[config.mk]
export PLATFORM = sky130hd
export DESIGN_NAME = dma_io_channel_flat
export DESIGN_NICKNAME = d
export VERILOG_FILES = /design/src/rtl/dma_pkg.sv /design/src/rtl/dma_io_channel_if.sv /design/src/rtl/dma_addr_counter.sv /design/src/rtl/dma_io_channel.sv /design/src/flat_wrapper.sv
export SDC_FILE = /design/constraint.sdc
export NUM_CORES = 1
export LEC_CHECK = 0
export CAP_MARGIN = 20
export CORE_MARGIN = 4
export CORE_UTILIZATION = 42
export DETAILED_ROUTE_END_ITERATION = 12
export PLACE_DENSITY_LB_ADDON = 0.25
export SLEW_MARGIN = 20
export SYNTH_ARGS = -nofsm -noshare
export SYNTH_HDL_FRONTEND = slang
export SYNTH_HIERARCHICAL = 1
export SYNTH_SLANG_ARGS = --single-unit
[constraint.sdc]
create_clock -name clk -period 2.8 [get_ports clk]
set_input_delay 0.42 -clock clk [delete_from_list [all_inputs] [get_ports clk]]
set_output_delay 0.42 -clock clk [all_outputs]
set_load 0.05 [all_outputs]
[src/rtl/dma_pkg.sv]
// Shared types and constants for the DMA I/O channel.
// Contents: FSM state enum, transfer direction codes, default widths,
// device buffer depth and the device buffer base index used by address decode.
package dma_pkg;

  localparam int unsigned DMA_DATA_W   = 32;
  localparam int unsigned DMA_MEM_AW   = 8;
  localparam int unsigned MAX_WORDS    = 31;
  localparam int unsigned DMA_CNT_W    = $clog2(MAX_WORDS + 1);
  localparam int unsigned DEV_BUF_BASE = 192;

  localparam logic DIR_DEV2MEM = 1'b0;
  localparam logic DIR_MEM2DEV = 1'b1;

  typedef enum logic [2:0] {
    S_IDLE     = 3'd0,
    S_WAIT_REQ = 3'd1,
    S_XFER_RD  = 3'd2,
    S_XFER_WR  = 3'd3,
    S_DONE     = 3'd4
  } dma_state_t;

endpackage

[src/rtl/dma_io_channel_if.sv]
// Bundle of configuration, device-bus and memory-port signals of the channel.
// master: the DMA channel side (drives ack/strobes/status).
// slave : the environment (software config, device, memory).
interface dma_io_channel_if #(
  parameter int unsigned DATA_W = dma_pkg::DMA_DATA_W,
  parameter int unsigned MEM_AW = dma_pkg::DMA_MEM_AW,
  parameter int unsigned CNT_W  = dma_pkg::DMA_CNT_W
) ();

  // software configuration / status
  logic              cfg_start;
  logic              cfg_dir;
  logic [MEM_AW-1:0] cfg_mem_addr;
  logic [CNT_W-1:0]  cfg_len;
  logic              busy;
  logic              done;
  logic [CNT_W-1:0]  word_count;

  // device bus
  logic              gpio_req;
  logic              ack;
  logic              io_write;
  logic [DATA_W-1:0] dev_rdata;
  logic [DATA_W-1:0] dev_wdata;

  // memory port
  logic [MEM_AW-1:0] mem_addr;
  logic              mem_re;
  logic              mem_we;
  logic [DATA_W-1:0] mem_wdata;
  logic [DATA_W-1:0] mem_rdata;

  modport master (
    input  cfg_start, cfg_dir, cfg_mem_addr, cfg_len,
    input  gpio_req, dev_rdata, mem_rdata,
    output busy, done, word_count,
    output ack, io_write, dev_wdata,
    output mem_addr, mem_re, mem_we, mem_wdata
  );

  modport slave (
    output cfg_start, cfg_dir, cfg_mem_addr, cfg_len,
    output gpio_req, dev_rdata, mem_rdata,
    input  busy, done, word_count,
    input  ack, io_write, dev_wdata,
    input  mem_addr, mem_re, mem_we, mem_wdata
  );

endinterface

[src/rtl/dma_addr_counter.sv]
// Memory address generator and word-index counter for one transfer.
// Ports: clk, rst (async high); load/first/base/len start a transfer
// (first=1 marks word 0 as already issued); inc advances one word.
// addr_c = base + index (wraps mod 2^MEM_AW); at_limit_c = index reached the
// clamped length; last_c = the next increment reaches it.
module dma_addr_counter #(
  parameter int unsigned MEM_AW    = dma_pkg::DMA_MEM_AW,
  parameter int unsigned CNT_W     = dma_pkg::DMA_CNT_W,
  parameter int unsigned MAX_WORDS = dma_pkg::MAX_WORDS
) (
  input  logic              clk,
  input  logic              rst,
  input  logic              load,
  input  logic              first,
  input  logic [MEM_AW-1:0] base,
  input  logic [CNT_W-1:0]  len,
  input  logic              inc,
  output logic [MEM_AW-1:0] addr_c,
  output logic              at_limit_c,
  output logic              last_c
);

  logic [MEM_AW-1:0] base_q, base_d;
  logic [CNT_W-1:0]  idx_q, idx_d;
  logic [CNT_W-1:0]  limit_q, limit_d;

  // Length 0 (run until request drops) and oversize lengths both cap at the buffer depth.
  always_comb begin
    base_d  = base_q;
    idx_d   = idx_q;
    limit_d = limit_q;
    if (load) begin
      base_d  = base;
      idx_d   = first ? CNT_W'(1) : '0;
      limit_d = ((len == '0) || (len > CNT_W'(MAX_WORDS))) ? CNT_W'(MAX_WORDS) : len;
    end else if (inc) begin
      idx_d = idx_q + CNT_W'(1);
    end
  end

  always_ff @(posedge clk or posedge rst) begin
    if (rst) begin
      base_q  <= '0;
      idx_q   <= '0;
      limit_q <= '0;
    end else begin
      base_q  <= base_d;
      idx_q   <= idx_d;
      limit_q <= limit_d;
    end
  end

  assign addr_c     = base_q + MEM_AW'(idx_q);
  assign at_limit_c = (idx_q == limit_q);
  assign last_c     = (CNT_W'(idx_q + CNT_W'(1)) == limit_q);

endmodule

[src/rtl/dma_io_channel.sv]
// DMA engine for one buffered I/O device: drains the device buffer into memory
// (dir 0) or fills it from memory (dir 1) under software start control.
// Ports: clk, rst (async high), bus (dma_io_channel_if.master) carrying the
// config/status, device handshake/data and memory port signals.
module dma_io_channel #(
  parameter int unsigned DATA_W    = dma_pkg::DMA_DATA_W,
  parameter int unsigned MEM_AW    = dma_pkg::DMA_MEM_AW,
  parameter int unsigned MAX_WORDS = dma_pkg::MAX_WORDS,
  parameter int unsigned CNT_W     = dma_pkg::DMA_CNT_W
) (
  input  logic             clk,
  input  logic             rst,
  dma_io_channel_if.master bus
);

  import dma_pkg::*;

  dma_state_t state_q, state_d;

  logic              ack_q, ack_d;
  logic              io_write_q, io_write_d;
  logic              mem_re_q, mem_re_d;
  logic              mem_we_q, mem_we_d;
  logic [MEM_AW-1:0] mem_addr_q, mem_addr_d;
  logic [DATA_W-1:0] mem_wdata_q, mem_wdata_d;
  logic              busy_q, busy_d;
  logic              done_q, done_d;
  logic [CNT_W-1:0]  word_count_q, word_count_d;

  logic              cnt_load, cnt_first, cnt_inc;
  logic [MEM_AW-1:0] cnt_addr_c;
  logic              cnt_at_limit_c, cnt_last_c;

  dma_addr_counter #(
    .MEM_AW    (MEM_AW),
    .CNT_W     (CNT_W),
    .MAX_WORDS (MAX_WORDS)
  ) u_cnt (
    .clk        (clk),
    .rst        (rst),
    .load       (cnt_load),
    .first      (cnt_first),
    .base       (bus.cfg_mem_addr),
    .len        (bus.cfg_len),
    .inc        (cnt_inc),
    .addr_c     (cnt_addr_c),
    .at_limit_c (cnt_at_limit_c),
    .last_c     (cnt_last_c)
  );

  // State register.
  always_ff @(posedge clk or posedge rst) begin
    if (rst) state_q <= S_IDLE;
    else     state_q <= state_d;
  end

  // Next-state logic.
  always_comb begin
    state_d = state_q;
    case (state_q)
      S_IDLE: begin
        if (bus.cfg_start) begin
          if (bus.cfg_dir == DIR_DEV2MEM) state_d = S_WAIT_REQ;
          else if (bus.cfg_len != '0)     state_d = S_XFER_WR;
          else                            state_d = S_DONE;
        end
      end
      S_WAIT_REQ: if (bus.gpio_req) state_d = S_XFER_RD;
      // The last capture and the termination share one edge, so ack never
      // covers a word that will not be taken.
      S_XFER_RD: if (!bus.gpio_req || cnt_at_limit_c || cnt_last_c) state_d = S_DONE;
      // Leave only once all reads are issued and the final read has been returned.
      S_XFER_WR: if (cnt_at_limit_c && !mem_re_q) state_d = S_DONE;
      S_DONE:    state_d = S_IDLE;
      default:   state_d = S_IDLE;
    endcase
  end

  // Output / datapath next values.
  always_comb begin
    cnt_load     = 1'b0;
    cnt_first    = 1'b0;
    cnt_inc      = 1'b0;
    ack_d        = 1'b0;
    io_write_d   = 1'b0;
    mem_re_d     = 1'b0;
    mem_we_d     = 1'b0;
    mem_addr_d   = mem_addr_q;
    mem_wdata_d  = mem_wdata_q;
    word_count_d = word_count_q;
    busy_d       = (state_d != S_IDLE);
    done_d       = (state_d == S_DONE);
    case (state_q)
      S_IDLE: begin
        if (bus.cfg_start) begin
          cnt_load     = 1'b1;
          word_count_d = '0;
          // Word 0 read goes out straight from the config so it lands in the next cycle.
          if ((bus.cfg_dir == DIR_MEM2DEV) && (bus.cfg_len != '0)) begin
            cnt_first  = 1'b1;
            mem_re_d   = 1'b1;
            mem_addr_d = bus.cfg_mem_addr;
          end
        end
      end
      S_WAIT_REQ: ack_d = bus.gpio_req;
      S_XFER_RD: begin
        if (bus.gpio_req && !cnt_at_limit_c) begin
          cnt_inc      = 1'b1;
          mem_we_d     = 1'b1;
          mem_addr_d   = cnt_addr_c;
          mem_wdata_d  = bus.dev_rdata;
          word_count_d = word_count_q + CNT_W'(1);
          ack_d        = !cnt_last_c;
        end
      end
      S_XFER_WR: begin
        if (!cnt_at_limit_c) begin
          cnt_inc    = 1'b1;
          mem_re_d   = 1'b1;
          mem_addr_d = cnt_addr_c;
        end
        // Stage 2 follows each read by one cycle, when its data is on mem_rdata.
        ack_d      = mem_re_q;
        io_write_d = mem_re_q;
        if (io_write_q) word_count_d = word_count_q + CNT_W'(1);
      end
      default: ;
    endcase
  end

  always_ff @(posedge clk or posedge rst) begin
    if (rst) begin
      ack_q        <= 1'b0;
      io_write_q   <= 1'b0;
      mem_re_q     <= 1'b0;
      mem_we_q     <= 1'b0;
      mem_addr_q   <= '0;
      mem_wdata_q  <= '0;
      busy_q       <= 1'b0;
      done_q       <= 1'b0;
      word_count_q <= '0;
    end else begin
      ack_q        <= ack_d;
      io_write_q   <= io_write_d;
      mem_re_q     <= mem_re_d;
      mem_we_q     <= mem_we_d;
      mem_addr_q   <= mem_addr_d;
      mem_wdata_q  <= mem_wdata_d;
      busy_q       <= busy_d;
      done_q       <= done_d;
      word_count_q <= word_count_d;
    end
  end

  assign bus.ack        = ack_q;
  assign bus.io_write   = io_write_q;
  assign bus.mem_re     = mem_re_q;
  assign bus.mem_we     = mem_we_q;
  assign bus.mem_addr   = mem_addr_q;
  assign bus.mem_wdata  = mem_wdata_q;
  assign bus.busy       = busy_q;
  assign bus.done       = done_q;
  assign bus.word_count = word_count_q;
  // Read data is forwarded in the cycle it returns; zero whenever not writing the device.
  assign bus.dev_wdata  = io_write_q ? bus.mem_rdata : '0;

endmodule

[src/flat_wrapper.sv]
// flat-port wrapper written by rule: the top's interface ports become plain ports
module dma_io_channel_flat import dma_pkg::*;
#(
  parameter int unsigned DATA_W    = dma_pkg::DMA_DATA_W,
  parameter int unsigned MEM_AW    = dma_pkg::DMA_MEM_AW,
  parameter int unsigned MAX_WORDS = dma_pkg::MAX_WORDS,
  parameter int unsigned CNT_W     = dma_pkg::DMA_CNT_W
)
  (clk, rst, bus_cfg_start, bus_cfg_dir, bus_cfg_mem_addr, bus_cfg_len, bus_gpio_req, bus_dev_rdata, bus_mem_rdata, bus_busy, bus_done, bus_word_count, bus_ack, bus_io_write, bus_dev_wdata, bus_mem_addr, bus_mem_re, bus_mem_we, bus_mem_wdata);
  dma_io_channel_if #(.DATA_W(DATA_W), .MEM_AW(MEM_AW), .CNT_W(CNT_W)) bus_i ();
  input  logic clk;
  input  logic rst;
  input wire logic [$bits(bus_i.cfg_start)-1:0] bus_cfg_start;
  input wire logic [$bits(bus_i.cfg_dir)-1:0] bus_cfg_dir;
  input wire logic [$bits(bus_i.cfg_mem_addr)-1:0] bus_cfg_mem_addr;
  input wire logic [$bits(bus_i.cfg_len)-1:0] bus_cfg_len;
  input wire logic [$bits(bus_i.gpio_req)-1:0] bus_gpio_req;
  input wire logic [$bits(bus_i.dev_rdata)-1:0] bus_dev_rdata;
  input wire logic [$bits(bus_i.mem_rdata)-1:0] bus_mem_rdata;
  output wire logic [$bits(bus_i.busy)-1:0] bus_busy;
  output wire logic [$bits(bus_i.done)-1:0] bus_done;
  output wire logic [$bits(bus_i.word_count)-1:0] bus_word_count;
  output wire logic [$bits(bus_i.ack)-1:0] bus_ack;
  output wire logic [$bits(bus_i.io_write)-1:0] bus_io_write;
  output wire logic [$bits(bus_i.dev_wdata)-1:0] bus_dev_wdata;
  output wire logic [$bits(bus_i.mem_addr)-1:0] bus_mem_addr;
  output wire logic [$bits(bus_i.mem_re)-1:0] bus_mem_re;
  output wire logic [$bits(bus_i.mem_we)-1:0] bus_mem_we;
  output wire logic [$bits(bus_i.mem_wdata)-1:0] bus_mem_wdata;
  assign bus_i.cfg_start = bus_cfg_start;
  assign bus_i.cfg_dir = bus_cfg_dir;
  assign bus_i.cfg_mem_addr = bus_cfg_mem_addr;
  assign bus_i.cfg_len = bus_cfg_len;
  assign bus_i.gpio_req = bus_gpio_req;
  assign bus_i.dev_rdata = bus_dev_rdata;
  assign bus_i.mem_rdata = bus_mem_rdata;
  assign bus_busy = bus_i.busy;
  assign bus_done = bus_i.done;
  assign bus_word_count = bus_i.word_count;
  assign bus_ack = bus_i.ack;
  assign bus_io_write = bus_i.io_write;
  assign bus_dev_wdata = bus_i.dev_wdata;
  assign bus_mem_addr = bus_i.mem_addr;
  assign bus_mem_re = bus_i.mem_re;
  assign bus_mem_we = bus_i.mem_we;
  assign bus_mem_wdata = bus_i.mem_wdata;
  dma_io_channel #(.DATA_W(DATA_W), .MEM_AW(MEM_AW), .MAX_WORDS(MAX_WORDS), .CNT_W(CNT_W)) u_core (.clk(clk), .rst(rst), .bus(bus_i));
endmodule
==> results of run 1 <==
[state kept, by name, summed over array words and instances, names as in the netlist, 3 cells and up]
name and count:
u_core/u_cnt/base_q 8, u_core/u_cnt/limit_q 5, u_core/bus.mem_wdata 32, u_core/bus.mem_addr 8
u_core/state_q 3, u_core/bus.word_count 5, u_core/u_cnt/idx_q 5
[kinds of logic (layout without fill, tap and decap cells)]
group                      after synthesis  after routing
and+or+nand+nor                         84             84
DFF                                     72             72
muxes                                   56             56
AOI/OAI and AO/OA                       40             40
buffers and inverters                   29            203
xor gates and xnor gates                17             17
adders and majority gates                8              8
[worst max path at each step]
stage                                 startpoint                             endpoint  cells after the start
2_1_floorplan  u_core/u_cnt/idx_q[3]$_DFFE_PP0P_  u_core/bus.mem_wdata[0]$_DFFE_PP0P_                      8
3_3_place_gp                      bus_cfg_len[1]   u_core/bus.mem_addr[7]$_DFFE_PP0P_                      5
3_5_place_dp                      bus_cfg_len[1]   u_core/bus.mem_addr[1]$_DFFE_PP0P_                      5
4_1_cts            u_core/bus.io_write$_DFF_PP0_                    bus_dev_wdata[27]                      2
5_1_grt            u_core/bus.io_write$_DFF_PP0_                    bus_dev_wdata[27]                      2
6_report           u_core/bus.io_write$_DFF_PP0_                     bus_dev_wdata[8]                      2
[through the flow]
step	cells	utilization (%)	hold WS (ps)	power [mW]
3_3_place_gp	572	63.24	474.4	5.739
6_report	588	65.50	497.3	6.570
4_1_cts	588	65.50	512.6	6.626
2_1_floorplan	306	-	358.6	4.592
5_1_grt	588	65.50	523.9	6.931
3_5_place_dp	572	63.24	491.0	5.795
[metal layers]
metal | GRT usage [%] | routed length [um]
met4 | 6.054 | 119
met2 | 32.82 | 5092
met5 | 0 | 0
met3 | 5.210 | 935
met1 | 20.06 | 3591
[cells in the final DEF (no fill, tap or decap), types with 3 or more instances in the layout]
master	instances
mux2_4	29
inv_1	15
nor2_1	7
and2_1	32
a21oi_1	9
clkbuf_8	9
nand2b_1	4
xor2_1	9
o22a_1	3
clkdlybuf4s50_1	164
a32o_1	3
xnor2_1	8
ha_1	7
o21ai_0	8
nand4_1	4
nand2_1	12
nand3_1	8
mux2_2	26
buf_4	6
dfrtp_1	72
[final cells by class]
type | instances | area (um^2)
inverter | 16 | 60.06
clock buffer | 10 | 127.6
multi-input combinational | 205 | 1812
tap | 108 | 135.1
sequential | 72 | 1802
fill | 689 | 3009
timing repair buffer | 171 | 1707
clock inverter | 6 | 68.82
[power breakdown]
group	leakage, nW	internal [mW]	switching, mW	total, mW
clock network	0.0968	0.416	0.392	0.808
registers	0.876	1.52	0.401	1.92
logic	1.52	1.66	2.18	3.84
total	2.50	3.60	2.97	6.57
[critical path, cell delays in order (launching register included)]
cell and delay [ps]:
dfrtp_1 750, and2_1 250, clkdlybuf4s50_1 810
==> flow_summary.rst, run 1 <==
.. list-table::
   :header-rows: 1

   * - Metric
     - Value
   * - Max Transition Viols Final
     - 0
   * - RD Place Congestion
     - 0.7907
   * - Initial antenna violation count
     - 0
   * - Port Buffers
     - 164
   * - WL per Instance
     - 16.56 um
   * - Synthesized-area fraction occupied by and/or/nand/nor cells
     - 13.49%
   * - Worst flop-to-flop path startpoint
     - u_core/u_cnt/idx_q[3]$_DFFE_PP0P_
   * - Pin count of the biggest net entering global routing
     - 35
   * - Count of cells resized by post-cts repair
     - 0
   * - Async SR Flop Fraction
     - 100.0%
   * - Num Clock Sinks
     - 72
   * - Mux contribution to synthesized area
     - 19.65%
   * - Worst reg-to-reg path cell count
     - 7
   * - Dominant register cell in the synthesized netlist
     - dfrtp_1
   * - HPWL reported at the end of detailed placement
     - 7713 um
   * - Least-Margin Pin Slew
     - 742.2 ps
   * - Critical path start-end classification
     - register to output port
   * - Cell taking the most area after synthesis
     - dfrtp_1
   * - Post-synthesis xor/xnor area fraction
     - 3.963%
   * - Number of different library cells in the post-synthesis netlist
     - 49
   * - Average instance area after synthesis
     - 12.28 um^2
   * - Buffers from clock root to sink, at most
     - 2
   * - Synthesized netlist cell count
     - 306
   * - Ant diodes
     - 0
   * - Post-detailed-routing wire length
     - 9740 um
   * - Source-to-sink clock delay at the later pin of the worst-skew pair
     - 340 ps
   * - Cell types occupying the most area after synthesis
     - dfrtp_1, mux2_4, mux2_2, and2_1, ha_1
   * - Final-stage net count
     - 565
   * - Remaining Overflow, GRT
     - 0
   * - # Post-CTS Setup Buffers
     - 0
   * - Synth warn
     - 6
   * - Combinational family with the most area after synthesis
     - multiplexers
   * - Maximum fanout along the worst path
     - 34
   * - Remaining antenna violation count after routing
     - 0
   * - Unrepaired setup endpoints after global routing
     - no
   * - Via count of the first global-routing pass
     - 2974
   * - Final Cycle Share
     - 91.62%
   * - Final-report hold violation count
     - 0
   * - Kind of start point of the critical path
     - register
   * - Post-synthesis net count
     - 396
   * - Hold buffer count at CTS
     - 0
   * - F_max
     - 0.3898 GHz
   * - Via Count
     - 2916
   * - Final Worst Setup Slack
     - 234.7 ps
   * - Die footprint
     - 0.01052 mm^2
   * - Clock transition time at the flip-flop clock pins of the worst setup and hold paths
     - 80 ps
   * - Post-synthesis compound-gate area fraction
     - 8.258%
   * - Pwr/cell area
     - 1150 mW/mm^2
   * - Final standard cell area without fillers
     - 0.005712 mm^2
   * - Core area
     - 0.008721 mm^2
   * - Share of cells above drive strength 1
     - 18.33%
   * - Max-cap check violation count
     - 0
   * - Post-placement cell area
     - 0.005515 mm^2
   * - Fraction of the mapped netlist area in adder cells
     - 2.864%
   * - Cell Rows
     - 34
   * - Yosys reg bits
     - 72
   * - Number of enable-type register cells in the synthesized netlist
     - 0
   * - Residual DRC
     - 0
   * - Top-level port count
     - 165
   * - Commonest cells post-synth
     - dfrtp_1, and2_1, mux2_4
   * - Number of optimization iterations in the first detailed-route pass
     - 4
   * - Detailed router's first-iteration violation count
     - 89
   * - Top cell type's share of synthesized area
     - 47.95%
   * - Type of the worst min-delay path
     - primary input to async pin
   * - Overall track demand over capacity in global routing
     - 18.02%
   * - Crit path time final
     - 2565 ps
   * - Register-to-Register Setup Slack
     - 430 ps
   * - Setup Viol. Count Final
     - 0
   * - Static Leakage
     - 2.496 nW
   * - Initial core utilization
     - 43.08%
   * - Worst clock skew
     - 11.71 ps
   * - Required time of the worst setup path
     - 2380 ps
   * - Layout-stage area growth over the synthesis result
     - 52.01%
   * - Number of H-tree levels
     - 3
   * - Via count normalized by instance count
     - 4.959
   * - Endpoint of the worst-slack reg-to-reg timing path
     - u_core/bus.mem_wdata[7]$_DFFE_PP0P_
   * - Dominant cell by count in the synthesized netlist
     - dfrtp_1
   * - Wire length of the first global-routing pass
     - 14790 um
   * - Netlist area before placement
     - 0.003757 mm^2
   * - Setup TNS Final
     - 0 ps
   * - Clk root buf
     - clkbuf_8
   * - Arrival time worst endpoint
     - 2150 ps
   * - Run status
     - finished, final reports clean
   * - Share of the yosys chip area belonging to registers
     - 47.95%
   * - Largest vdd supply drop
     - 0.0007884 V
   * - Clock tree from TritonCTS
     - built
   * - Pre-CTS setup slack
     - 313.6 ps
   * - Worst max-slew margin expressed relative to the limit
     - 50.46%
   * - Endpoint type of the worst setup path
     - output port
   * - Die Wd
     - 102.6 um
   * - Num CTS Buffers
     - 9
   * - DIE HEIGHT
     - 102.6 um
Power figures use the tool's default switching activity.
==> run 2: changes to the inputs <==
==> constraint.sdc (replaced) <==
create_clock -name clk -period 2.8 [get_ports clk]
set_input_delay 0.56 -clock clk [delete_from_list [all_inputs] [get_ports clk]]
set_output_delay 0.56 -clock clk [all_outputs]
set_load 0.05 [all_outputs]
==> run 2 against run 1 <==
Effect of this change:
- total power grew 2.3%
- sequential power is essentially flat
- clock skew grew 1.1 ps
- utilization shrank 0.22 points
- via count grew 0.86%
- critical path depth grew 6
- sequential cell count is the same
- clock-buffer cell count shrank 1
- worst setup slack gained 140 ps
- clock power grew 15%
- combinational power grew 1%
- critical path type is now register to register
- routed wire length grew 0.82%
==> flow_summary.rst, run 2 (synthesized netlist as in run 1, its figures left out) <==
.. list-table::
   :header-rows: 1

   * - Metric
     - Value
   * - Core area
     - 0.008721 mm^2 (unchanged)
   * - Kind of start point of the critical path
     - register (unchanged)
   * - Via Count
     - 2941 (was 2916)
   * - RD Place Congestion
     - 0.7655 (was 0.7907)
   * - Post-detailed-routing wire length
     - 9820 um (was 9740 um)
   * - Top-level port count
     - 165 (unchanged)
   * - Max Transition Viols Final
     - 0 (unchanged)
   * - Worst Hold Path Cells
     - 1
   * - Via count of the first global-routing pass
     - 3022 (was 2974)
   * - Number of optimization iterations in the first detailed-route pass
     - 4 (unchanged)
   * - Max reg flops
     - 32 (unchanged)
   * - Hold buffer count at CTS
     - 0 (unchanged)
   * - Type of the worst min-delay path
     - register to register (was primary input to async pin)
   * - # Post-CTS Setup Buffers
     - 0 (unchanged)
   * - Residual DRC
     - 0 (unchanged)
   * - Max-cap check violation count
     - 0 (unchanged)
   * - Wire length of the first global-routing pass
     - 14910 um (was 14790 um)
   * - Arrival time worst endpoint
     - 2650 ps (was 2150 ps)
   * - Clk root buf
     - clkbuf_8 (unchanged)
   * - Count of cells resized by post-cts repair
     - 0 (unchanged)
   * - Share of cells above drive strength 1
     - 25.36% (was 18.33%)
   * - Worst clock skew
     - 12.77 ps (was 11.71 ps)
   * - Number of H-tree levels
     - 3 (unchanged)
   * - Largest vdd supply drop
     - 0.0007345 V (was 0.0007884 V)
   * - Minimum hold slack
     - 491.3 ps (was 497.3 ps)
   * - Remaining Overflow, GRT
     - 0 (unchanged)
   * - Cell Rows
     - 34 (unchanged)
   * - Run status
     - finished, final reports clean (unchanged)
   * - Detailed router's first-iteration violation count
     - 90 (was 89)
   * - Setup TNS Final
     - 0 ps (unchanged)
   * - Static Leakage
     - 2.587 nW (was 2.496 nW)
   * - Final Cycle Share
     - 86.73% (was 91.62%)
   * - HPWL reported at the end of detailed placement
     - 7603 um (was 7713 um)
   * - Final-stage net count
     - 566 (was 565)
   * - Initial core utilization
     - 43.08% (unchanged)
   * - Least-Margin Pin Slew
     - 726.4 ps (was 742.2 ps)
   * - Final-report hold violation count
     - 0 (unchanged)
   * - Port Buffers
     - 164 (unchanged)
   * - Layout-stage area growth over the synthesis result
     - 51.52% (was 52.01%)
   * - Setup Viol. Count Final
     - 0 (unchanged)
   * - Ant diodes
     - 0 (unchanged)
   * - WL per Instance
     - 16.67 um (was 16.56 um)
   * - Pin count of the biggest net entering global routing
     - 55 (was 35)
   * - Die Wd
     - 102.6 um (unchanged)
   * - Worst reg-to-reg path cell count
     - 8 (was 7)
   * - Register-to-Register Setup Slack
     - 370 ps (was 430 ps)
   * - F_max
     - 0.4118 GHz (was 0.3898 GHz)
   * - Pwr/cell area
     - 1180 mW/mm^2 (was 1150 mW/mm^2)
   * - Overall track demand over capacity in global routing
     - 18.31% (was 18.02%)
   * - Num CTS Buffers
     - 9 (unchanged)
   * - Clock tree from TritonCTS
     - built (unchanged)
   * - Crit path time final
     - 2428 ps (was 2565 ps)
   * - Worst max-slew margin expressed relative to the limit
     - 51.52% (was 50.46%)
   * - Num Clock Sinks
     - 72 (unchanged)
   * - Initial antenna violation count
     - 0 (unchanged)
   * - Critical path start-end classification
     - register to register (was register to output port)
   * - Most frequent cells in the layout
     - clkdlybuf4s50_1, dfrtp_1, buf_4 (was clkdlybuf4s50_1, dfrtp_1, and2_1)
   * - Required time of the worst setup path
     - 3020 ps (was 2380 ps)
   * - Via count normalized by instance count
     - 4.993 (was 4.959)
   * - DIE HEIGHT
     - 102.6 um (unchanged)
   * - Remaining antenna violation count after routing
     - 0 (unchanged)
   * - Buffers from clock root to sink, at most
     - 2 (unchanged)
   * - Endpoint type of the worst setup path
     - register (was output port)
   * - Die footprint
     - 0.01052 mm^2 (unchanged)
   * - Maximum fanout along the worst path
     - 33 (was 34)
   * - Clock transition time at the flip-flop clock pins of the worst setup and hold paths
     - 80 ps (about the same)
   * - Source-to-sink clock delay at the later pin of the worst-skew pair
     - 340 ps (about the same)
   * - Most common cell after layout, fill and taps aside
     - clkdlybuf4s50_1 (unchanged)
   * - Unrepaired setup endpoints after global routing
     - no (unchanged)
run 2: cell types whose count changed in the layout (fill, tap and decap cells not counted):
cell / change
buf_4: +31
clkinv_4: -2
clkinv_2: -1
clkbuf_1: -1
clkdlybuf4s50_1: -32
buf_12: +2
clkinvlp_4: +1
bufinv_16: +1
inv_6: +2
run 2: area by class of cell:
type / instances / area, um^2
fillers: 684 / 3028
inverters: 16 / 60.06
clock buffers: 9 / 123.9
flip-flops and latches: 72 / 1802
clock inverters: 7 / 101.3
multi-input cells: 205 / 1812
well taps: 108 / 135.1
repair buffers: 172 / 1659
run 2: worst paths after layout:
path / startpoint / to
hold / removal: u_core/bus.word_count[4]$_DFFE_PP0P_ / u_core/bus.word_count[4]$_DFFE_PP0P_
max in group asynchronous: rst / u_core/u_cnt/idx_q[2]$_DFFE_PP0P_
setup / recovery: u_core/u_cnt/idx_q[3]$_DFFE_PP0P_ / u_core/bus.mem_wdata[12]$_DFFE_PP0P_
hold reg to reg: u_core/bus.word_count[4]$_DFFE_PP0P_ / u_core/bus.word_count[4]$_DFFE_PP0P_
min in group asynchronous: rst / u_core/bus.mem_addr[6]$_DFFE_PP0P_
setup reg to reg: u_core/u_cnt/idx_q[3]$_DFFE_PP0P_ / u_core/bus.mem_wdata[12]$_DFFE_PP0P_
run 2: critical path, stage by stage (launching register included):
cell	delay, ps
dfrtp_1	470
xor2_1	250
nand2b_1	140
nor4_1	50
buf_4	160
or3b_1	380
or2_2	320
buf_12	190
mux2_4	320
run 2: per-layer routing:
metal,global-route usage (%),vias up,part of all wire (%)
met5,0,-,0
met4,6.357,0,1.1
met3,3.992,9,8.7
met2,33.12,118,52
met1,21.33,1403,38
li1,-,1411,-
run 2: per-stage QoR:
| stage | utilization [%] | worst slack [ps] | cell area [um^2] | instances | power, mW |
|---|---|---|---|---|---|
| 2_1_floorplan | - | 529.5 | 3757 | 306 | 4.592 |
| 3_3_place_gp | 62.70 | 249.4 | 5468 | 573 | 5.739 |
| 3_5_place_dp | 62.70 | 192.5 | 5468 | 573 | 5.821 |
| 4_1_cts | 65.28 | 376.6 | 5693 | 589 | 6.775 |
| 5_1_grt | 65.28 | 227.4 | 5693 | 589 | 7.090 |
| 6_report | 65.28 | 371.5 | 5693 | 589 | 6.720 |
run 2: power breakdown:
part           switching, mW  internal, mW
clock network          0.418         0.511
registers              0.389          1.52
logic                   2.21          1.67
total                   3.02          3.70
==> run 3: changes to the inputs <==
--- a/config.mk
+++ b/config.mk
@@ -6,10 +6,10 @@
 export NUM_CORES = 1
 export LEC_CHECK = 0
 export CAP_MARGIN = 20
-export CORE_MARGIN = 4
 export CORE_UTILIZATION = 42
 export DETAILED_ROUTE_END_ITERATION = 12
 export PLACE_DENSITY_LB_ADDON = 0.25
+export SETUP_SLACK_MARGIN = 0.05
 export SLEW_MARGIN = 20
 export SYNTH_ARGS = -nofsm -noshare
 export SYNTH_HDL_FRONTEND = slang
==> run 3 against run 2 <==
Effect of this change:
- largest power group unchanged
- total power decreased by 2.6%
- clock skew up 0.91 ps
- clock power is 19% lower
==> flow_summary.rst, run 3 (synthesized netlist as in run 1, its figures left out) <==
.. list-table::
   :header-rows: 1

   * - Metric
     - Value
   * - Overall track demand over capacity in global routing
     - 20.61% (was 18.31%)
   * - Via Count
     - 2964 (was 2941)
   * - Wire length of the first global-routing pass
     - 14150 um (was 14910 um)
   * - Setup TNS Final
     - 0 ps (unchanged)
   * - Clock transition time at the flip-flop clock pins of the worst setup and hold paths
     - 80 ps (about the same)
   * - Initial antenna violation count
     - 0 (unchanged)
   * - Via count of the first global-routing pass
     - 2865 (was 3022)
   * - Least-Margin Pin Slew
     - 734.5 ps (was 726.4 ps)
   * - DIE HEIGHT
     - 96.59 um (was 102.6 um)
   * - Remaining antenna violation count after routing
     - 0 (unchanged)
   * - Number of optimization iterations in the first detailed-route pass
     - 4 (unchanged)
   * - Maximum fanout along the worst path
     - 6 (was 33)
   * - Max-cap check violation count
     - 0 (unchanged)
   * - Arrival time worst endpoint
     - 2570 ps (was 2650 ps)
   * - Via count normalized by instance count
     - 5.024 (was 4.993)
   * - Static Leakage
     - 2.569 nW (was 2.587 nW)
   * - Post-detailed-routing wire length
     - 9524 um (was 9820 um)
   * - HPWL reported at the end of detailed placement
     - 7415 um (was 7603 um)
   * - Die footprint
     - 0.009329 mm^2 (was 0.01052 mm^2)
   * - Remaining Overflow, GRT
     - 0 (unchanged)
   * - Post-placement cell area
     - 0.005463 mm^2 (was 0.005468 mm^2)
   * - Final-report hold violation count
     - 0 (unchanged)
   * - Detailed router's first-iteration violation count
     - 123 (was 90)
   * - Required time of the worst setup path
     - 3080 ps (was 3020 ps)
   * - Global-route met3 utilization
     - 5.243% (was 3.992%)
   * - Final-stage net count
     - 567 (was 566)
   * - Count of cells resized by post-cts repair
     - 0 (unchanged)
   * - Most common cell after layout, fill and taps aside
     - clkdlybuf4s50_1 (unchanged)
   * - RD Place Congestion
     - 0.8078 (was 0.7655)
   * - # Post-CTS Setup Buffers
     - 0 (unchanged)
   * - Met2 usage
     - 36.21% (was 33.12%)
   * - Cell Rows
     - 34 (unchanged)
   * - Max reg flops
     - 32 (unchanged)
   * - Kind of start point of the critical path
     - register (unchanged)
   * - Initial core utilization
     - 43.30% (was 43.08%)
   * - Max Transition Viols Final
     - 0 (unchanged)
   * - Number of H-tree levels
     - 3 (unchanged)
   * - Largest vdd supply drop
     - 0.0007963 V (was 0.0007345 V)
   * - Endpoint type of the worst setup path
     - register (unchanged)
   * - Die Wd
     - 96.59 um (was 102.6 um)
   * - Critical path start-end classification
     - register to register (unchanged)
   * - Worst max-slew margin expressed relative to the limit
     - 50.98% (was 51.52%)
   * - Hold buffer count at CTS
     - 0 (unchanged)
   * - Source-to-sink clock delay at the later pin of the worst-skew pair
     - 340 ps (about the same)
   * - Pwr/cell area
     - 1159 mW/mm^2 (was 1180 mW/mm^2)
   * - F_max
     - 0.4364 GHz (was 0.4118 GHz)
   * - Clk root buf
     - clkbuf_8 (unchanged)
   * - Unrepaired setup endpoints after global routing
     - no (unchanged)
   * - Num Clock Sinks
     - 72 (unchanged)
   * - Ant diodes
     - 0 (unchanged)
   * - Setup Viol. Count Final
     - 0 (unchanged)
   * - Crit path time final
     - 2292 ps (was 2428 ps)
   * - Core area
     - 0.008678 mm^2 (was 0.008721 mm^2)
   * - Worst clock skew
     - 13.67 ps (was 12.77 ps)
   * - Most frequent cells in the layout
     - clkdlybuf4s50_1, dfrtp_1, buf_4 (unchanged)
   * - Type of the worst min-delay path
     - register to register (unchanged)
   * - Buffers from clock root to sink, at most
     - 2 (unchanged)
   * - Layout-stage area growth over the synthesis result
     - 50.18% (was 51.52%)
   * - Clock tree from TritonCTS
     - built (unchanged)
   * - Pin count of the biggest net entering global routing
     - 34 (was 55)
   * - Final standard cell area without fillers
     - 0.005643 mm^2 (was 0.005693 mm^2)
   * - Residual DRC
     - 0 (unchanged)
   * - Most Crowded Layer GR
     - met2 (unchanged)
   * - Top-level port count
     - 165 (unchanged)
   * - Num CTS Buffers
     - 9 (unchanged)
   * - Port Buffers
     - 164 (unchanged)
   * - Final Cycle Share
     - 81.84% (was 86.73%)
   * - Share of cells above drive strength 1
     - 25.52% (was 25.36%)
   * - Met1 capacity usage during global routing
     - 23.86% (was 21.33%)
   * - WL per Instance
     - 16.14 um (was 16.67 um)
   * - Run status
     - finished, final reports clean (unchanged)
==> run 3: per-stage QoR <==
| stage | util (%) | std cells | setup WS [ps] | hold slack (ps) | total power [mW] |
|---|---|---|---|---|---|
| floorplan | - | 306 | 529.5 | 487.5 | 4.592 |
| global placement | 62.95 | 574 | 316.0 | 478.9 | 5.727 |
| detailed placement | 62.95 | 574 | 264.2 | 488.3 | 5.819 |
| CTS | 65.02 | 590 | 514.6 | 499.5 | 6.590 |
| global route | 65.02 | 590 | 369.6 | 519.6 | 6.919 |
| finish | 65.02 | 590 | 508.4 | 505.1 | 6.542 |
==> run 3: layout make-up <==
type | count | area, um^2
timing repair buffer | 173 | 1654
inverter | 16 | 60.06
clock buffer | 10 | 137.6
clock inverter | 6 | 42.54
sequential | 72 | 1802
multi-input combinational | 205 | 1812
fill | 699 | 3035
tap | 108 | 135.1
==> run 3: path summary, 6_finish.rpt <==
path / start / slack (ps) / endpoint / cells after the start
max: u_core/u_cnt/idx_q[0]$_DFFE_PP0P_ / 510 / u_core/state_q[1]$_DFF_PP0_ / 8
min: u_core/bus.word_count[4]$_DFFE_PP0P_ / 510 / u_core/bus.word_count[4]$_DFFE_PP0P_ / 1
max reg2reg: u_core/u_cnt/idx_q[0]$_DFFE_PP0P_ / 510 / u_core/state_q[1]$_DFF_PP0_ / 8
min reg2reg: u_core/bus.word_count[4]$_DFFE_PP0P_ / 510 / u_core/bus.word_count[4]$_DFFE_PP0P_ / 1
max in group asynchronous: rst / 1630 / u_core/bus.mem_wdata[29]$_DFFE_PP0P_ / 3
min in group asynchronous: rst / 610 / u_core/bus.mem_addr[1]$_DFFE_PP0P_ / 2
==> run 3: metal layers <==
layer | share of wire, % | wire (um)
met1 | 38 | 3626
met2 | 52 | 4961
met3 | 7.5 | 711
met4 | 2.4 | 225
met5 | 0 | 0
==> run 3: where the power goes <==
group / internal (mW) / switching [mW] / leakage (nW)
combinational: 1.67 / 2.21 / 1.60
clock: 0.347 / 0.406 / 0.0887
sequential: 1.52 / 0.387 / 0.876
==> run 3: critical path, cell delays in order (launching register included) <==
cell and delay [ps]:
dfrtp_1 470, ha_1 310, and4b_1 230, o2111ai_1 170
a21oi_1 100, or4b_2 630, o21ai_0 100, nand3_1 130
nand3_1 100
==> variant 1: new RTL, flow settings as in run 3 <==
Set the package constant `MAX_WORDS` to 62 (it was 31).
--- a/src/rtl/dma_pkg.sv
+++ b/src/rtl/dma_pkg.sv
@@ -5,7 +5,7 @@
 
   localparam int unsigned DMA_DATA_W   = 32;
   localparam int unsigned DMA_MEM_AW   = 8;
-  localparam int unsigned MAX_WORDS    = 31;
+  localparam int unsigned MAX_WORDS    = 62;
   localparam int unsigned DMA_CNT_W    = $clog2(MAX_WORDS + 1);
   localparam int unsigned DEV_BUF_BASE = 192;
 
Ports: changed (resized bus_cfg_len and bus_word_count); port bits go from 165 to 167. No check against the original RTL was run, so the function may have changed too.
==> variant 1 against run 3 <==
Worst hold slack worse by 4.5 ps. Global-route usage is 0.67 points higher. Setup slack worse by 180 ps. Area after synthesis is 4.9% higher. Wire length is 5.4% higher. Cell area is 4.0% higher. Count of clock-buffer cells in the layout stayed put. Synthesized cell count is 23% higher. Final cell count is 11% higher. Power is 3.5% higher. Sequential cell count is 3 higher. Critical path type unchanged. Highest routed layer unchanged.
==> variant 1: results <==
global_route:
  grt_start_max_net_pins: 34
  grt_pass1_vias: 3457
  track_usage_pct: 21.3
  grt_pass1_wl_microns: 16300
power_and_ir_drop:
  ir_drop_v: 0.000659
  p_leak_nw: 2.60
critical_path:
  arrival_ps: 2760
  cpMaxStageDelayCell: "dfrtp_1"
  critPathMaxFanout: 9
  critPathMaxStageDelay_ps: 520
  r2r_start: "u_core/u_cnt/idx_q[1]"
  rrSetupSlack_ps: 330
  r2r_cells: 9
  r2r-end: "u_core/bus.busy"
  crit_family: "compound AO/OA/AOI/OAI gates"
logic_synthesis:
  ys_seq_area_share_pct: 47.6
  synth_common_cells: "dfrtp_1, mux2_2, nand2_1"
  avgSynthCellArea_sq_um: 10.5
  ys_types: 55
  synth_area_leaders: "dfrtp_1, mux2_2, and2_1"
  syn-num-nets: 467
place:
  numPortBuffers: 166
  place.gp.congestion: 0.841
  dp_slack_ps: 235
  numPlacedInstances: 641
  placed_cell_area_sq_um: 5650
  dp_hpwl_microns: 7780
sta:
  fin_hold_ws_ps: 501
  finClkSkew_ps: 10.5
  fmax_mhz: 404
  tightest_slew_ps: 803
finish:
  drive_above_1_share_pct: 21.1
routing:
  drt-total-wl_microns: 10000
  avgViaCountPerCell: 5.17
  vias: 3395
  dr.first_iter.drc_count: 127
  drt_pass1_iterations: 4
hold_path:
  worstHoldStart: "u_core/bus.word_count[5]"
  holdPathEnd: "u_core/bus.word_count[5]"
  min_path_cells: 1
outcome:
  status: "finished clean"
clock_network:
  cts_setup_buffers: 0
## variant 1: cell count changes after synthesis, moves of 3 or more
cell and delta:
mux2_2 +20, a21oi_1 +3, nor2_1 +21, nand2_1 +31
o211ai_1 +4, buf_2 -3, o22a_1 -3, clkbuf_1 +5
mux2_4 -29, dfrtp_1 +3
## variant 1: layout make-up
| cell class | count | area (sq um) |
|---|---|---|
| fillers | 727 | 3020 |
| flip-flops and latches | 75 | 1880 |
| well taps | 108 | 135 |
| clock inverters | 6 | 90.1 |
| inverters | 14 | 52.6 |
| repair buffers | 177 | 1690 |
| clock buffers | 10 | 128 |
| multi-input cells | 267 | 1900 |
## variant 1: how the worst max path moves through the flow
stage / from / to
after floorplan: u_core/u_cnt/idx_q[0] / u_core/bus.busy
after global placement: bus_gpio_req / u_core/bus.mem_wdata[7]
after detailed placement: bus_gpio_req / u_core/bus.mem_wdata[24]
after CTS: u_core/u_cnt/idx_q[1] / u_core/bus.busy
after global routing: u_core/u_cnt/idx_q[3] / u_core/bus.mem_wdata[4]
final: u_core/u_cnt/idx_q[1] / u_core/bus.busy
## variant 1: power breakdown
group	switching [mW]	leakage, nW	internal (mW)
clock	0.411	0.0947	0.502
sequential	0.370	0.915	1.57
combinational	2.34	1.59	1.57
total	3.12	2.60	3.65
## variant 1: per-layer routing
layer  vias up  track usage (%)  part of all wire (%)
met5         -                0                     0
met4         0             6.77                   1.3
met3         9             6.31                   8.4
met2       141             37.6                    51
met1      1631             24.8                    39
li1       1614                -                     -
## variant 1: worst register-to-register path, delay by kind of cell (launching register included)
kind	cells	cell delay [ps]
DFF	1	520
adders and majority gates	1	300
and+or+nand+nor	4	680
xor gates and xnor gates	1	160
AOI/OAI and AO/OA	3	780
## variant 1: kinds of logic (layout without fill, tap and decap cells)
family          after synthesis  after routing  synth area share [%]
compound gates               40             40                  6.79
xor+xnor                     19             19                  4.41
fa+ha+maj                     9              9                  3.05
buf+inv                      33            207                  4.25
flops                        75             75                  47.6
mux                          49             49                  13.9
simple gates                150            150                  20.0
==> variant 2: new RTL, settings of run 3 <==
Without the edit above. The 5 states of `dma_state_t` get a Gray code encoding in 3 bits.
--- a/src/rtl/dma_pkg.sv
+++ b/src/rtl/dma_pkg.sv
@@ -13,11 +13,11 @@
   localparam logic DIR_MEM2DEV = 1'b1;
 
   typedef enum logic [2:0] {
-    S_IDLE     = 3'd0,
-    S_WAIT_REQ = 3'd1,
-    S_XFER_RD  = 3'd2,
-    S_XFER_WR  = 3'd3,
-    S_DONE     = 3'd4
+    S_IDLE     = 3'b000,
+    S_WAIT_REQ = 3'b001,
+    S_XFER_RD  = 3'b011,
+    S_XFER_WR  = 3'b010,
+    S_DONE     = 3'b110
   } dma_state_t;
 
 endpackage
Behaviour: no difference found for any inputs over 10 cycles, from zero or initial values and one cycle with rst high; not proved beyond that.
==> variant 2 against run 3 <==
Sequential cell count unchanged. Clock power up 2.7%. Power up 9.5%. Cell area decreased by 2.4%. Final cell count grew 2.5%. Non-clock buffer count down 4. Count of clock-buffer cells in the layout unchanged. Wire length decreased by 2.8%. Die area fell by 2.0%. Critical path depth decreased by 7. Area after synthesis shrank 2.1%. Setup slack lost 300 ps. Critical path type is now reg -> out. Highest routed layer unchanged.
==> variant 2: results <==
place:
  dp_hpwl_microns: 6960
  numPortBuffers: 164
  dp_slack_ps: 401
  placed_cell_area_sq_um: 5330
  numPlacedInstances: 591
  place.gp.congestion: 0.783
critical_path:
  cpMaxStageDelayCell: "clkdlybuf4s50_1"
  critPathMaxStageDelay_ps: 930
  endpoint: "bus_io_write"
  crit_start: "u_core/bus.io_write"
  critPathMaxFanout: 34
  r2r-end: "u_core/bus.mem_addr[5]"
  rrSetupSlack_ps: 420
  arrival_ps: 2040
  crit_family: "buffers and inverters"
  r2r_cells: 7
  r2r_start: "u_core/u_cnt/idx_q[3]"
global_route:
  grt_pass1_wl_microns: 14500
  track_usage_pct: 21.3
  met2_usage_pct: 38.9
  grt_use_met3_pct: 4.39
  use_met1_pct: 24.1
  grt_start_max_net_pins: 55
  grt_pass1_vias: 2966
routing:
  avgViaCountPerCell: 5.09
  dr_wl_met2_microns: 4750
  m1WireLength_microns: 3620
  met3_length_microns: 712
  vias: 3081
  wl_per_cell_microns: 15.3
  dr.first_iter.drc_count: 128
power_and_ir_drop:
  pg_seq_mw: 1.94
  p_leak_nw: 2.40
  clockPowerShare_pct: 10.8
  internal_power_mw: 3.68
  ir_drop_v: 0.00113
  power_density_nw_per_um2: 1300
logic_synthesis:
  ys_types: 47
  avgSynthCellArea_sq_um: 11.1
  synth_common_cells: "dfrtp_1, mux2_2, nand2_1"
  synth_area_leaders: "dfrtp_1, mux2_2, and2_1"
  synthArstFlopShare_pct: 100
  ys_seq_area_share_pct: 49.0
  syn-num-nets: 422
clock_network:
  cts_setup_buffers: 0
  htree_levels: 3
  cts_buffer_depth: 2
finish:
  drive_above_1_share_pct: 21.4
  antenna_cells: 0
sta:
  fin_hold_ws_ps: 489
  finClkSkew_ps: 9.41
  period_needed_ps: 2600
  maxSlewHeadroom_pct: 52.9
outcome:
  status: "finished clean"
hold_path:
  worstHoldStart: "u_core/bus.word_count[4]"
variant 2: changes by cell type after synthesis, moves of 3 or more:
| cell | before | now |
|---|---|---|
| nor2_1 | 7 | 12 |
| nand2_1 | 12 | 38 |
| inv_1 | 16 | 9 |
| o21ai_0 | 8 | 15 |
| nand3_1 | 8 | 4 |
| mux2_4 | 29 | 0 |
| mux2_2 | 26 | 47 |
| a32o_1 | 3 | 0 |
| o31ai_1 | 2 | 5 |
variant 2: kinds of logic after synthesis:
logic type                 count (synthesis)  synth area share [%]
AOI/OAI and AO/OA                         49                  9.52
xor gates and xnor gates                  17                  4.05
adders and majority gates                  8                  2.92
buffers and inverters                     24                  3.37
DFF                                       72                  49.0
muxes                                     48                  14.7
and+or+nand+nor                          114                  16.5
variant 2: cell type report:
type                       instances  area (sq um)
fill                             673          2830
clock buffer                      10           128
clock inverter                     4          47.5
sequential                        72          1800
tap                              105           131
timing repair buffer             169          1610
inverter                           9          33.8
multi-input combinational        236          1750
